File: config.mk
export PLATFORM = sky130hd
export DESIGN_NAME = nibble_serial_adder16
export DESIGN_NICKNAME = d
export VERILOG_FILES = /design/src/rtl/nibble_serial_adder16.sv
export SDC_FILE = /design/constraint.sdc
export NUM_CORES = 1
export LEC_CHECK = 0
export ABC_AREA = 0
export BUFFER_PORTS_ARGS = -buffer_cell sky130_fd_sc_hd__buf_4
export CORE_MARGIN = 2
export CORE_UTILIZATION = 30
export CTS_CLUSTER_SIZE = 20
export DETAILED_ROUTE_END_ITERATION = 6
export GPL_ROUTABILITY_DRIVEN = 0
export PLACE_DENSITY = 0.55
export SETUP_SLACK_MARGIN = 0.4
export SYNTH_ARGS = -nofsm -noshare
export SYNTH_HDL_FRONTEND = slang
export SYNTH_SLANG_ARGS = --single-unit
File: constraint.sdc
create_clock -name clk -period 1.8 [get_ports clk]
set_input_delay 0.36 -clock clk [delete_from_list [all_inputs] [get_ports clk]]
set_output_delay 0.36 -clock clk [all_outputs]
set_load 0.01 [all_outputs]
File: src/rtl/nibble_serial_adder16.sv
// Nibble-serial 16-bit adder/subtractor.
// Drives an external 4-bit ripple adder one nibble per cycle, LSB first.
module nibble_serial_adder16 (
    input  logic        clk,
    input  logic        rst,
    input  logic        in_valid,
    output logic        in_ready,
    input  logic [15:0] op_a,
    input  logic [15:0] op_b,
    input  logic        op_cin,
    input  logic        op_sub,
    output logic [3:0]  add_a,
    output logic [3:0]  add_b,
    output logic        add_cin,
    input  logic [3:0]  add_s,
    input  logic        add_cout,
    output logic        out_valid,
    input  logic        out_ready,
    output logic [15:0] sum,
    output logic        cout,
    output logic        ovf
);

    typedef enum logic [1:0] {
        IDLE = 2'd0,
        ADD  = 2'd1,
        DONE = 2'd2
    } state_t;

    state_t      state_q;
    logic [15:0] a_q;
    logic [15:0] b_q;
    logic [15:0] sum_q;
    logic [15:0] sum_d;
    logic        carry_q;
    logic        cout_q;
    logic        ovf_q;
    logic        ovf_d;
    logic [1:0]  k_q;
    logic [3:0]  nib_a;
    logic [3:0]  nib_b;

    // Select the current nibble of each latched operand.
    always_comb begin
        nib_a = 4'h0;
        nib_b = 4'h0;
        unique case (k_q)
            2'd0: begin
                nib_a = a_q[3:0];
                nib_b = b_q[3:0];
            end
            2'd1: begin
                nib_a = a_q[7:4];
                nib_b = b_q[7:4];
            end
            2'd2: begin
                nib_a = a_q[11:8];
                nib_b = b_q[11:8];
            end
            2'd3: begin
                nib_a = a_q[15:12];
                nib_b = b_q[15:12];
            end
            default: begin
                nib_a = 4'h0;
                nib_b = 4'h0;
            end
        endcase
    end

    // Adder inputs are live only while adding; quiet otherwise.
    always_comb begin
        add_a   = 4'h0;
        add_b   = 4'h0;
        add_cin = 1'b0;
        if (state_q == ADD) begin
            add_a   = nib_a;
            add_b   = nib_b;
            add_cin = carry_q;
        end
    end

    // Merge the adder sum into the nibble slot being processed.
    always_comb begin
        sum_d = sum_q;
        unique case (k_q)
            2'd0: sum_d[3:0]   = add_s;
            2'd1: sum_d[7:4]   = add_s;
            2'd2: sum_d[11:8]  = add_s;
            2'd3: sum_d[15:12] = add_s;
            default: sum_d = sum_q;
        endcase
    end

    // Overflow from the operand sign bits and the top result bit.
    always_comb begin
        ovf_d = (a_q[15] == b_q[15]) & (add_s[3] != a_q[15]);
    end

    // Control FSM and datapath registers.
    always_ff @(posedge clk or posedge rst) begin
        if (rst) begin
            state_q <= IDLE;
            a_q     <= 16'h0000;
            b_q     <= 16'h0000;
            sum_q   <= 16'h0000;
            carry_q <= 1'b0;
            cout_q  <= 1'b0;
            ovf_q   <= 1'b0;
            k_q     <= 2'd0;
        end else begin
            unique case (state_q)
                IDLE: begin
                    if (in_valid) begin
                        a_q     <= op_a;
                        b_q     <= op_sub ? ~op_b : op_b;
                        carry_q <= op_sub ? 1'b1 : op_cin;
                        k_q     <= 2'd0;
                        state_q <= ADD;
                    end
                end
                ADD: begin
                    sum_q   <= sum_d;
                    carry_q <= add_cout;
                    k_q     <= k_q + 2'd1;
                    if (k_q == 2'd3) begin
                        cout_q  <= add_cout;
                        ovf_q   <= ovf_d;
                        state_q <= DONE;
                    end
                end
                DONE: begin
                    if (out_ready) begin
                        state_q <= IDLE;
                    end
                end
                default: begin
                    state_q <= IDLE;
                end
            endcase
        end
    end

    assign in_ready  = (state_q == IDLE);
    assign out_valid = (state_q == DONE);
    assign sum       = sum_q;
    assign cout      = cout_q;
    assign ovf       = ovf_q;

endmodule
---- After elaboration in Yosys (flattened, before gate mapping) ----
Cells that the tools add are included.
word-level totals
  memories kept ........................... 0
  bits in writable memories ............... 0
  bits in latches ......................... 0
  bits of input ports ..................... 43
  memory bits (read-only) ................. 0
  bits in registers ....................... 55
cells by class
  bitwise gates (word level) .............. 2
  shifts and indexed selects .............. 0
  multiplexer cells ....................... 15
  $lt $le $gt $ge ......................... 0
  reductions and logical operators ........ 10
  equality and inequality tests ........... 10
  $add $sub $neg .......................... 1
  div/mod/pow operators ................... 0
  multipliers ............................. 0
operators by type and width
  cell                                                              count
  4-bit one-hot mux with 4 select lines                             2
  16-bit two-way mux                                                1
  16-bit inverter                                                   1
  2-bit AND reduction                                               6
  2-bit two-way mux                                                 4
  4-bit two-way mux                                                 2
  2-bit == test (second input constant)                             3
  2-bit one-hot mux with 3 select lines                             1
  2-bit by 1-bit == test with 1-bit output (second input constant)  2
  2-bit logical NOT                                                 2
  2-bit by 1-bit != test with 1-bit output (second input constant)  2
  2-bit one-hot mux with 2 select lines                             1
  1-bit two-way mux                                                 3
  3-bit AND reduction                                               1
  2-bit by 1-bit adder with 2-bit output (second input constant)    1
  2-bit != test (second input constant)                             1
  1-bit one-hot mux with 2 select lines                             1
  2-bit nonzero test                                                1
  1-bit bitwise AND                                                 1
  1-bit == test                                                     1
  1-bit != test                                                     1

---- Longest topological paths before layout ----
Gate-level depths: netlist of the first run.
  depth after elaboration ................. 3
  gate-level depth with buffers ........... 6
  gate-level depth less buffers ........... 4

---- Least setup slack after synthesis of the first run ----
Ideal clock, no wire load.
  path kind ............................... register to output
  start point ............................. reg k_q[0]
  end point ............................... out add_a[1]
  data required time ...................... 1.440 ns
  arrival time ............................ 1.499 ns
  stages on the path, launching flop included .. 7
  slack ................................... -0.059 ns
  cell sequence ........................... dfrtp_1 > inv_1 > ha_1 > clkbuf_1 > buf_2 > a21oi_1 > a221oi_1
on the way
  word-level cells in the longest chain between the ends .. 3
  elaborated cells on any way between the ends .. 6
  those cells by class .................... eq/ne (3); mux (2); reduce/logical (1)
RTL lines
  item                                         line  source
  start, declared                              39    logic [1:0] k_q;
  start signal, assigned                       125   k_q <= k_q + 2'd1;
  2-bit == test, or another cell as far along  47    unique case (k_q)
  4-bit one-hot mux with 4 select lines *      47
  4-bit two-way mux *                          76    if (state_q == ADD) begin
  end, declared                                12    output logic [3:0] add_a,
Mark *: on every way between the ends. The rest lies on a longest branch, timed or not.

---- Worst setup path after layout of the first run ----
  start point ............................. reg k_q[0]
  end point ............................... out add_a[3]
Same word-level chain as after synthesis.

==> summary.txt, run 1 <==
Status = complete, but fails checks
Failing checks = negative setup slack
Top cell type's share of synthesized area = 54.8%
Final Hold Slack = 96.5 ps
LEAKAGE = 1.94 nW
Worst skew pair latency = 310 ps
First DRT Iteration DRCs = 56
Syn Nets = 294
Area of the mapped netlist = 2510 um2
Gr ovfl total = 0
Hold buffers post-CTS = 0
CTS Buf Count = 5
Fin worst setup slack = -233 ps
Initial antenna violation count = 0
Classification of the worst-slack hold path = input pin to async pin
Relative slew slack = 77.0%
Library cells used by synthesis = 24
Gr usage total = 13.7%
Net count, final = 405
Vias = 2143
Hpwl dp = 4240 um
CP Class = flip-flop to primary output
Die area = 9120 um2
Antenna Nets Post-Route = 0
Layout Skew = 11.2 ps
WL/cell = 14.7 um
Worst setup SP type = flip-flop
Commonest non-fill, non-tap cells in the layout = 84 x buf_4, 52 x dfrtp_1, 29 x nand2_2, 28 x nand2_1, 27 x buf_6
Number of synthesized register bits = 55
CTS max path bufs = 2
DRC Markers = 0
RSZ-0062 raised after global routing = yes
Root Buffer Master = clkbuf_8
Vias in the first global route = 1969
Tot Pwr = 0.00743 W
Place WS = 26.7 ps
Peak supply drop = 0.000604 V
Num rows = 33
Largest cells by area after synthesis = dfrtp_1 55%, nand2_1 9.4%, mux2_2 7.6%
Worst endpoint required time = 1440 ps
Final wirelength = 6810 um
TritonRoute pass-1 iters = 4
Dpl cells = 422
Post-synthesis cell count = 246
Max cap viols = 0
Fin. Hold Viols = 0
Final period util = 113%
CP Capture Type = primary output
CTS H-tree lvls = 2
I/O Pins = 72
Yosys warnings = 0
Largest net degree at the start of global routing = 56
Area delta synth->final = 64.6%
# diodes = 0
Vias per cell = 4.63
First-pass GRT wire length = 9650 um
Die X = 95.5 um
Pwr/cell area = 1800 nW/um2
Initial Util = 30.7%
PortBufs = 71
Layout cells sized above 1 = 60.3%
Clock tree sinks = 55
CTS tree = built
Commonest non-fill, non-tap cell in the layout = buf_4
Setup violations, final = 8
Syn Area/Cell = 10.2 um2
Die height = 95.5 um
Layout Cells excl Fill = 463
Clock-pin slew on the worst setup and hold paths = 100 ps
Post-layout min period = 2030 ps
Setup_tns = -1720 ps
Crit path DAT = 1670 ps
Post-synth top area cell = dfrtp_1
CP Max Fanout = 8
Max Transition Viols Final = 0
Core box area = 8180 um2
Seq/Total Area, Yosys = 54.8%
Worst Tran Pin Value = 344 ps
Achievable frequency = 492 MHz
-- metrics by stage --
stage / utilization [%] / area, um2
after floorplan: - / 2640
after global routing: 50.6 / 4130
after detailed placement: 40.8 / 3330
after CTS: 44.5 / 3640
after global placement: 40.8 / 3330
final: 50.6 / 4130
-- what timing repair did --
action | 4_1_cts | 5_1_grt
buffers inserted | 12 | 15
pin swaps | 9 | 24
resized for setup | 35 | 98
setup endpoints to repair | 31 | 56
endpoints found under the hold margin | 0 | 0
cloned | 0 | 6
-- worst paths after layout --
kind | start | endpoint | slack [ps] | depth (start not counted)
max in group asynchronous | rst | k_q[0]$_DFFE_PP0P_ | 1410 | 3
max | k_q[0]$_DFFE_PP0P_ | add_a[3] | -230 | 6
max reg2reg | state_q[1]$_DFFE_PP0P_ | k_q[0]$_DFFE_PP0P_ | 70 | 7
min | rst | b_q[11]$_DFFE_PP0P_ | 100 | 3
min reg2reg | a_q[11]$_DFFE_PP0P_ | a_q[11]$_DFFE_PP0P_ | 500 | 2
min in group clk | op_a[4] | a_q[4]$_DFFE_PP0P_ | 250 | 3
-- registers in the layout, indices dropped and copies added (netlist names) --
register and count:
cout 1, carry_q 1, k_q 2, state_q 2
sum 16, ovf 1, b_q 16, a_q 16
-- worst max-delay path, stage by stage, from the launching register on --
cell and delay (ps):
dfrtp_2 450, inv_4 70, ha_4 170, buf_8 140, buf_6 120, a221oi_4 280, buf_6 140
-- layer usage --
layer	global-route usage [%]	up-vias	wire length (um)
li1	-	1040	-
met1	19.2	1039	3270
met2	21.1	58	3080
met3	3.87	6	417
met4	2.86	0	40
met5	0	-	0
-- cell families (layout without fill, tap and decap cells) --
kind of cell               Yosys count  after routing  share of synthesized area [%]
and+or+nand+nor                     77             77                           13.0
DFF                                 55             55                           54.8
AOI/OAI and AO/OA                   50             50                           12.1
buffers and inverters               26            138                           4.48
muxes                               17             17                           7.62
xor gates and xnor gates            16             16                           5.58
adders and majority gates            5              5                           2.49
-- report_power, final --
group / switching (W) / internal [W] / total, W / leakage, nW
logic: 0.00198 / 0.00248 / 0.00447 / 1.23
registers: 0.000441 / 0.00185 / 0.00229 / 0.664
clock network: 0.000405 / 0.000268 / 0.000673 / 0.0477
total: 0.00283 / 0.00460 / 0.00743 / 1.94
-- area by class of cell --
| cell class | instances | area, um2 |
|---|---|---|
| Fill cell | 803 | 4040 |
| Multi-Input combinational cell | 165 | 1390 |
| Sequential cell | 55 | 1380 |
| Timing Repair Buffer | 119 | 1100 |
| Tap cell | 105 | 131 |
| Clock buffer | 5 | 68.8 |
| Inverter | 11 | 47.5 |
| Clock inverter | 3 | 15.0 |
-- synth_stat cells --
cell,number
dfrtp_1,55
or3b_1,1
nand2_1,63
inv_1,11
mux2_2,17
buf_2,6
nand3b_1,1
nand3_1,3
a21oi_1,9
xor2_1,4
and2_1,1
o21ai_0,24
nor2b_1,2
a22oi_1,8
ha_1,5
a221oi_1,8
o31ai_1,1
buf_6,1
nand2b_1,2
and2b_1,1
nor2_1,1
clkbuf_1,8
xnor2_1,12
nor3b_1,2
Note: power is estimated with default switching activity, not from simulation.
==> run 2: changes to the inputs <==
--- a/config.mk
+++ b/config.mk
@@ -12,6 +12,7 @@
 export CTS_CLUSTER_SIZE = 20
 export DETAILED_ROUTE_END_ITERATION = 6
 export GPL_ROUTABILITY_DRIVEN = 0
+export HOLD_SLACK_MARGIN = 0.15
 export PLACE_DENSITY = 0.55
 export SETUP_SLACK_MARGIN = 0.4
 export SYNTH_ARGS = -nofsm -noshare
==> run 2 against run 1 <==
- the run still ends with negative setup slack left
- critical path depth stayed put
- worst hold slack improved by 150 ps
- clock skew increased by 1.6 ps
- largest power group unchanged
- final cell count rose by 0.22%
- core utilization is 0.12 points higher
- highest routed layer unchanged
- routed wire length up 0.43%
- first-iteration DRC count up 13%
- count of clock-buffer cells in the layout unchanged
- critical path type unchanged
==> summary.txt, run 2 (synthesized netlist as in run 1, its figures left out) <==
Delay-heaviest family, CP = buffers and inverters
RSZ-0062 raised after global routing = yes
Cell Chain, Critical Path = inv_4, ha_4, buf_8, buf_6, a221oi_4, buf_6
Layout cells sized above 1 = 60.2% (-0.17 points)
Vias in the first global route = 1969 (unchanged)
CP Depth = 6 (unchanged)
Switching Fraction = 38.1% (about the same)
Commonest non-fill, non-tap cells in the layout = 84 x buf_4, 52 x dfrtp_1, 29 x nand2_2, 28 x nand2_1, 27 x buf_6
CTS H-tree lvls = 2 (unchanged)
Setup violations, final = 8 (unchanged)
Buf/Inv on CP = 4 (unchanged)
I/O Pins = 72 (unchanged)
Pwr/cell area = 1790 nW/um2 (-0.22%)
Dpl cells = 422 (unchanged)
DRC Markers = 0 (unchanged)
Num rows = 33 (unchanged)
Layout Skew = 12.8 ps (+1.63 ps)
CP max-delay cell = dfrtp_2
Initial Util = 30.7% (unchanged)
Core box area = 8180 um2 (unchanged)
Fin worst setup slack = -232 ps (+0.954 ps)
CP Class = flip-flop to primary output
Failing checks = negative setup slack
Final period util = 113% (about the same)
Classification of the worst-slack hold path = input pin to flip-flop
Antenna Nets Post-Route = 0 (unchanged)
First DRT Iteration DRCs = 63 (+13%)
LEAKAGE = 1.94 nW (+0.22%)
TritonRoute pass-1 iters = 4 (unchanged)
# diodes = 0 (unchanged)
Place WS = 26.7 ps (unchanged)
Worst setup SP type = flip-flop
Achievable frequency = 492 MHz (about the same)
Area delta synth->final = 65.0%
Cell Area, Placed = 3330 um2 (unchanged)
Logic gate share of total power = 60.1% (about the same)
Int Power = 0.00460 W (about the same)
WHS Path Cells = 3
Worst skew pair latency = 310 ps (about the same)
Clock share of power = 9.0% (about the same)
Relative slew slack = 77.1% (about the same)
Max cap viols = 0 (unchanged)
Root Buffer Master = clkbuf_8
Die height = 95.5 um (unchanged)
Finished Core Util = 50.7% (+0.12 points)
Fin. Hold Viols = 0 (unchanged)
Die area = 9120 um2 (unchanged)
Worst endpoint required time = 1440 ps (about the same)
First-pass GRT wire length = 9650 um (unchanged)
Die X = 95.5 um (unchanged)
Net count, final = 406 (+0.25%)
Setup_tns = -1710 ps (+3.56 ps)
Final Instance Area = 4140 um2 (+0.24%)
Gr ovfl total = 0 (unchanged)
Switching power = 0.00283 W (about the same)
PortBufs = 71 (unchanged)
Flop pwr share = 30.9% (about the same)
Max Transition Viols Final = 0 (unchanged)
WL/cell = 14.7 um (+0.21%)
Largest net degree at the start of global routing = 56 (unchanged)
Hpwl dp = 4240 um (unchanged)
Crit-path max cell delay = 450 ps (about the same)
CP Capture Type = primary output
Post-layout min period = 2030 ps (-0.954 ps)
Initial antenna violation count = 0 (unchanged)
CTS Buf Count = 5 (unchanged)
Clock tree sinks = 55 (unchanged)
Final wirelength = 6830 um (+0.43%)
Worst Tran Pin Value = 344 ps (-0.343 ps)
Cell mode on critical path = buf_6
CTS tree = built
Vias per cell = 4.63 (about the same)
Crit path DAT = 1670 ps (about the same)
Commonest non-fill, non-tap cell in the layout = buf_4
Fillers = 802 (-0.12%)
Clock-pin slew on the worst setup and hold paths = 90 ps (about the same)
CTS max path bufs = 2 (unchanged)
Status = complete, but fails checks
Layout Cells excl Fill = 464 (+0.22%)
Peak supply drop = 0.000602 V (-0.32%)
CP Max Fanout = 8 (unchanged)
Vias = 2147 (+0.19%)
FF-to-FF path depth = 7 (unchanged)
Gr usage total = 13.7% (unchanged)
[run 2: cell types whose count changed in the layout (fill, tap and decap cells not counted)]
| cell | before | now |
|---|---|---|
| dlygate4sd3_1 | 0 | 1 |
[run 2: cell type report]
cell class	instances	area, um2	area share [%]
clock inverters	3	15.0	0.362
multi-input cells	165	1390	33.6
inverters	11	47.5	1.15
well taps	105	131	3.17
clock buffers	5	68.8	1.66
repair buffers	120	1110	26.8
flip-flops and latches	55	1380	33.3
[run 2: tightest hold or removal path: cells and delay by family]
kind,cells,cell delay [ps]
AND/OR/NAND/NOR,2,90
buffers and inverters,1,80
[run 2: timing repair]
item,in CTS,in global routing
hold buffers,1,0
setup buffers,12,15
hold endpoints to repair,55,0
resized for setup,35,98
endpoints found under the setup margin,31,56
pin swaps,9,24
cloned,0,6
[run 2: final timing paths]
path	start	end	slack [ps]
setup / recovery	k_q[0]$_DFFE_PP0P_	add_a[3]	-230
hold / removal	op_a[4]	a_q[4]$_DFFE_PP0P_	250
setup reg to reg	state_q[1]$_DFFE_PP0P_	k_q[0]$_DFFE_PP0P_	70
hold reg to reg	a_q[11]$_DFFE_PP0P_	a_q[11]$_DFFE_PP0P_	500
max in group asynchronous	rst	k_q[0]$_DFFE_PP0P_	850
min in group asynchronous	rst	b_q[11]$_DFFE_PP0P_	650
[run 2: metrics by stage]
stage	power, W	hold WS [ps]
2_1_floorplan	0.00402	434
3_3_place_gp	0.00515	462
3_5_place_dp	0.00519	465
4_1_cts	0.00635	236
5_1_grt	0.00796	240
6_report	0.00743	247
[run 2: power groups by stage]
stage                     logic (W)  clock network (W)  registers, W
after floorplan             0.00179                  0       0.00224
after global placement      0.00291                  0       0.00224
after detailed placement    0.00295                  0       0.00224
after CTS                   0.00342           0.000696       0.00223
after global routing        0.00484           0.000743       0.00238
final                       0.00447           0.000670       0.00229
[run 2: routing by layer]
layer	GRT usage (%)	routed length [um]
met1	19.2	3250
met5	0	0
met2	21.1	3090
met4	2.86	40
met3	3.87	458
